--- config.mk ---
export PLATFORM = sky130hd
export DESIGN_NAME = fifo_wr_arbiter
export DESIGN_NICKNAME = d
export VERILOG_FILES = /design/src/rtl/fifo_wr_arbiter.sv
export SDC_FILE = /design/constraint.sdc
export NUM_CORES = 1
export LEC_CHECK = 0
export ABC_CLOCK_PERIOD_IN_PS = 2800
export CORE_MARGIN = 1
export CORE_UTILIZATION = 39
export CTS_BUF_LIST = sky130_fd_sc_hd__clkbuf_16
export CTS_CLUSTER_SIZE = 30
export DETAILED_ROUTE_END_ITERATION = 7
export GPL_ROUTABILITY_DRIVEN = 0
export PLACE_DENSITY = 0.85
export SKIP_LAST_GASP = 1
export SYNTH_ARGS = -nofsm -noshare
export SYNTH_HDL_FRONTEND = slang
export SYNTH_SLANG_ARGS = --single-unit
--- constraint.sdc ---
create_clock -name w_clk -period 2.8 [get_ports w_clk]
set_input_delay 0.56 -clock w_clk [delete_from_list [all_inputs] [get_ports w_clk]]
set_output_delay 0.56 -clock w_clk [all_outputs]
set_load 0.05 [all_outputs]
--- src/rtl/fifo_wr_arbiter.sv ---
// Round-robin, packet-atomic arbiter in front of an async FIFO write port.
// Grants are held until the owner's last beat or until the idle watchdog fires.
module fifo_wr_arbiter #(
  parameter int unsigned NUM_REQ    = 4,
  parameter int unsigned DATA_WIDTH = 8,
  parameter int unsigned TIMEOUT    = 8,
  parameter int unsigned ID_W       = $clog2(NUM_REQ)
) (
  input  logic                          w_clk,
  input  logic                          rst_n,
  input  logic [NUM_REQ-1:0]            req_valid,
  input  logic [NUM_REQ*DATA_WIDTH-1:0] req_data,
  input  logic [NUM_REQ-1:0]            req_last,
  output logic [NUM_REQ-1:0]            req_ready,
  input  logic                          fifo_full,
  output logic                          store,
  output logic [DATA_WIDTH-1:0]         data_in,
  output logic [ID_W-1:0]               grant_id,
  output logic                          busy,
  input  logic                          timeout_clr,
  output logic                          timeout_err,
  output logic [ID_W-1:0]               err_id
);

  localparam int unsigned CntW = $clog2(TIMEOUT + 1);

  typedef enum logic {
    StIdle,
    StGrant
  } state_e;

  state_e                state;
  logic [ID_W-1:0]       last_grant;
  logic [CntW-1:0]       idle_cnt;
  logic [ID_W-1:0]       pick;
  logic [ID_W-1:0]       idx;
  logic                  pick_valid;
  logic                  grant_st;
  logic                  owner_valid;
  logic                  owner_last;
  logic                  timeout_hit;
  logic [DATA_WIDTH-1:0] data_arr [NUM_REQ];

  for (genvar g = 0; g < NUM_REQ; g++) begin : g_unpack
    assign data_arr[g] = req_data[g*DATA_WIDTH +: DATA_WIDTH];
  end

  // Search starts just after the previous owner so every requester gets a turn.
  always_comb begin
    pick       = '0;
    idx        = '0;
    pick_valid = 1'b0;
    for (int unsigned k = 1; k <= NUM_REQ; k++) begin
      idx = ID_W'((32'(last_grant) + k) % NUM_REQ);
      if (!pick_valid && req_valid[idx]) begin
        pick_valid = 1'b1;
        pick       = idx;
      end
    end
  end

  assign grant_st    = (state == StGrant);
  assign owner_valid = req_valid[grant_id];
  assign owner_last  = req_last[grant_id];
  assign store       = grant_st & owner_valid & ~fifo_full;
  assign busy        = grant_st;
  assign timeout_hit = grant_st & ~owner_valid & ~fifo_full &
                       (idle_cnt == CntW'(TIMEOUT - 1));

  always_comb begin
    req_ready = '0;
    data_in   = '0;
    if (grant_st) begin
      req_ready[grant_id] = ~fifo_full;
      data_in             = data_arr[grant_id];
    end
  end

  always_ff @(posedge w_clk or negedge rst_n) begin
    if (!rst_n) begin
      state       <= StIdle;
      last_grant  <= ID_W'(NUM_REQ - 1);
      grant_id    <= '0;
      err_id      <= '0;
      idle_cnt    <= '0;
      timeout_err <= 1'b0;
    end else begin
      unique case (state)
        StIdle: begin
          if (pick_valid) begin
            grant_id <= pick;
            idle_cnt <= '0;
            state    <= StGrant;
          end
        end
        StGrant: begin
          if (store && owner_last) begin
            state      <= StIdle;
            last_grant <= grant_id;
          end else if (owner_valid) begin
            idle_cnt <= '0;
          end else if (!fifo_full) begin
            // A full FIFO freezes the watchdog; only genuine owner silence counts.
            if (timeout_hit) begin
              state      <= StIdle;
              last_grant <= grant_id;
              err_id     <= grant_id;
            end else begin
              idle_cnt <= idle_cnt + 1'b1;
            end
          end
        end
        default: state <= StIdle;
      endcase
      if (timeout_hit) begin
        timeout_err <= 1'b1;
      end else if (timeout_clr) begin
        timeout_err <= 1'b0;
      end
    end
  end

endmodule
# Word level (Yosys, flattened, before mapping)

Cells that the tools add are included.

Word-level logic and storage cells: 95
Bits in registers: 12
Input bits: 44
Output and inout port bits: 19

Add/subtract/negate cells: 5
Bitwise gates (word level): 11
Reductions and logical operators: 14
Mux-type cells: 45
Eq/ne operators: 7
Magnitude comparators: 7

Operators with widths:

| cell                                                                          | number |
|---|---|
| 4-bit two-way mux                                                             | 6 |
| 8-bit two-way mux                                                             | 3 |
| 1-bit two-way mux                                                             | 18 |
| 8-bit binary-select mux with 2-bit select                                     | 1 |
| 2-bit two-way mux                                                             | 8 |
| 2-bit by 3-bit less-than comparator with 1-bit output (second input constant) | 5 |
| 1-bit binary-select mux with 2-bit select                                     | 6 |
| 4-bit case mux with 2 select lines                                            | 1 |
| 4-bit AND reduction                                                           | 2 |
| 1-bit AND                                                                     | 5 |
| 1-bit logical AND                                                             | 5 |
| 5-bit AND reduction                                                           | 1 |
| 2-bit by 1-bit adder with 2-bit output (second input constant)                | 2 |
| 2-bit adder (second input constant)                                           | 2 |
| 4-bit by 1-bit adder with 4-bit output (second input constant)                | 1 |
| 4-bit AND                                                                     | 1 |
| 4-bit by 3-bit == test with 1-bit output (second input constant)              | 1 |
| 2-bit by 1-bit != test with 1-bit output (second input constant)              | 2 |
| 2-bit != test (second input constant)                                         | 2 |
| 1-bit NOT                                                                     | 4 |
| 2-bit nonzero test                                                            | 2 |
| 3-bit >= comparator (second input constant)                                   | 1 |
| 1-bit logical NOT                                                             | 3 |
| 3-bit by 2-bit != test with 1-bit output (second input constant)              | 1 |
| 6 further kinds                                                               | 6 |

# Depth between registers and ports, before layout

Depth in word-level cells: 15
Depth in mapped cells: 5

# Worst setup path after synthesis

Ideal clock, no wire load.

Kind: reg2out
Start point: register grant_id[0]
End point: output req_ready[1]
Path buffers: 2
Arrival: 2384 ps
Setup slack: -144 ps
Cell stages (with the launch flop): 4
Path through: dfrtp_1 buf_6 clkbuf_1 nor3b_1

Word-level cells in the longest chain between the ends: 6

RTL lines:

| element                                                                                                                                       | RTL line | text |
|---|---|---|
| from (decl)                                                                                                                                   | 18       | `output logic [ID_W-1:0] grant_id,` |
| from (signal assigned)                                                                                                                        | 91       | `grant_id <= pick;` |
| 2-bit by 3-bit less-than comparator with 1-bit output (not written as such) or 2-bit by 1-bit >= comparator with 1-bit output (tied branches) | 74       | `req_ready[grant_id] = ~fifo_full;` |
| 1-bit logical AND (not written as such)                                                                                                       | 74       |  |
| 1-bit two-way mux (not written as such)                                                                                                       | 74       |  |
| 1-bit demux with 2-bit select (*)                                                                                                             | 74       |  |
| 4-bit AND (no line) (*)                                                                                                                       | --       |  |
| 4-bit two-way mux (*)                                                                                                                         | 73       | `if (grant_st) begin` |
| to (decl)                                                                                                                                     | 14       | `output logic [NUM_REQ-1:0] req_ready,` |

Mark *: on every way between the ends. The rest lies on a longest branch, timed or not.

# Final worst setup path

Start point: register grant_id[0]
End point: output data_in[0]

Word-level cells in the longest chain between the ends: 5

RTL lines:

| element                                              | RTL line | text |
|---|---|---|
| 2-bit NOT with 3-bit output (not written as such)    | 75       | `data_in = data_arr[grant_id];` |
| 8-bit binary-select mux with 2-bit select            | 75       |  |
| 8-bit two-way mux (not written as such) (2 in a row) | 75       |  |
| 8-bit two-way mux                                    | 73       |  |
| to (decl)                                            | 17       | `output logic [DATA_WIDTH-1:0] data_in,` |

Every way passes these cells. The select of a mux whose other input is x is not followed.

==> results.tsv <==
metric	value	unit
synth_edf_count	0	
grt_pass1_wl	4.73	mm
synth_top_area_cell	dfrtp_1	
min_period	2.63	ns
tightest_slew	0.635	ns
fmax	381	MHz
fp.dieW	52.2	um
synth_fa_ha_area_share	1.27	%
cap_violations	0	
synth_top_family_by_area	multiplexers	
holdWs	0.487	ns
synth_area_per_cell	11.2	um^2
cts_num_sinks	12	
slew_headroom	57.6	%
grt_max_degree	19	
path_class	flip-flop to primary output	
grt_busiest_layer	met2	
antenna_found_initial	0	
vias_per_cell	5.60	
hold_path_class	flip-flop to flip-flop	
grt_remaining_overflow	0	
ys_types	37	
antenna_left	0	
cts.repair.resized	0	
yosys_warnings	0	
syn-num-nets	133	
synth_mux_area_share	31.6	%
critPathArrivalTime	2.07	ns
insertedDiodeCount	0	
ir_drop	927	uV
clockRootBuffer	clkbuf_16	
final_core_util	74.6	%
vias	996	
coreArea	0.00230	mm^2
cts_tree	built	
insertion_delay	0.24	ns
track_usage	23.9	%
hpwl	2.37	mm
required	2.24	ns
synth_top_area_share	25.4	%
crit_fanout	12	
synth-simple-area-share	18.9	%
start_util	42.9	%
first_iter_violations	7	
area_growth_syn_to_layout	74.1	%
cts_setup_buffers	0	
holdPathStages	1	
regArea	303	um^2
fillers	156	
grt.met2_usage	44.2	%
outcome	completed	
place_worst_setup_slack	0.213	ns
rsz0062_at_grt	no	
critPathLaunch	grant_id[0]	
synth-seq-cells	12	
synth_area_leaders	dfrtp_1 (25%), mux4_2 (23%), mux2_1 (5.7%)	
clock_path_buffers	2	
wl	2.94	mm
row_count	17	
synthCells	88	
layout_commonest_cell	clkdlybuf4s50_1	
total_power	1.86	mW
drive_gt1_share	23.3	%
period_share	93.8	%
htreeDepth	1	
syn_area	985	um^2
multi_input_area	638	um^2
use_met1	25.1	%
drcViolationCount	0	
dp_cells	174	
skew	0.00273	ns
dpl_cell_area	0.00164	mm^2
p_leak	0.721	nW
seq_area_frac_synth	30.7	%
stdcell_count	178	
tns	0	ns
die-area	0.00273	mm^2
hold_viol	0	
rr_worst_depth	4	
use_met3	7.54	%
crit_path_end_kind	primary output	
ios	63	
synth_compound_area_share	11.9	%
drtPass1Iterations	4	
cp-start-kind	flip-flop	
final_nets	196	
cts-buffers-inserted	3	
clkTransAtPathRegs	0.04	ns
synth_xor_area_share	0	%
wl_per_cell	16.5	um
stdcell_area	0.00171	mm^2
hp-start	timeout_err	
reg2reg_from	grant_id[0]	
slew_viol_final	0	
portBuffers	62	
grt_pass1_vias	1062	
async_reset_ff_share	100	%
hold_buffers	0	
layout_common_cells	clkdlybuf4s50_1 (49), buf_4 (11), mux4_2 (10), dfrtp_1 (10)	
die_y	52.2	um
ys.flop_type	dfrtp_1	
p_per_area	1080	mW/mm^2
finalSetupViolCount	0	
worst_slack	0.173	ns
==> kinds of logic (layout without fill, tap and decap cells) <==
kind of cell	Yosys count	count (layout)
AOI/OAI and AO/OA	15	15
muxes	18	18
and+or+nand+nor	30	30
adders and majority gates	1	1
buffers and inverters	12	74
DFF	12	12
==> worst max-delay path, cell delays in order, from the launching register on <==
cell and delay, ns:
dfrtp_1 0.69, buf_4 0.27, mux4_2 0.51, and2_1 0.17, buf_4 0.18
==> cells in the mapped netlist, drive strengths merged (2+ instances only) <==
library cell / number
inv: 7
nand3: 2
nor3: 2
dfstp: 2
buf: 3
nor3b: 3
clkbuf: 2
nor2: 5
nand2b: 3
a21oi: 2
dfrtp: 10
a31oi: 2
nand2: 2
o21ai: 3
and2: 8
mux2i: 3
mux4: 10
mux2: 5
==> metal layers <==
layer,up-vias,share of wire [%]
li1,457,-
met1,476,39
met2,57,49
met3,6,10
met4,0,1.9
met5,-,0
==> sequential cells by signal, indices dropped and copies added (netlist names) <==
register	count
idle_cnt	4
busy	1
err_id	2
grant_id	2
timeout_err	1
last_grant	2
==> area by class of cell <==
class,count,area share [%]
clock buffers,3,4.38
flip-flops and latches,12,17.7
clock inverters,1,0.219
repair buffers,63,36.9
well taps,28,2.04
multi-input cells,64,37.2
inverters,7,1.53
==> path summary, 6_finish.rpt <==
path | endpoint | slack [ns]
max reg2reg | idle_cnt[1] | 0.58
min reg2reg | timeout_err | 0.49
min in group asynchronous | idle_cnt[3] | 0.67
max | data_in[0] | 0.17
min | timeout_err | 0.49
max in group asynchronous | last_grant[1] | 1.76
==> power by group <==
part	internal, mW	switching [mW]	total [mW]
Clock	0.187	0.0705	0.258
Combinational	0.534	0.688	1.22
Sequential	0.244	0.133	0.377
Total	0.966	0.892	1.86
Note: power is estimated with default switching activity, not from simulation.
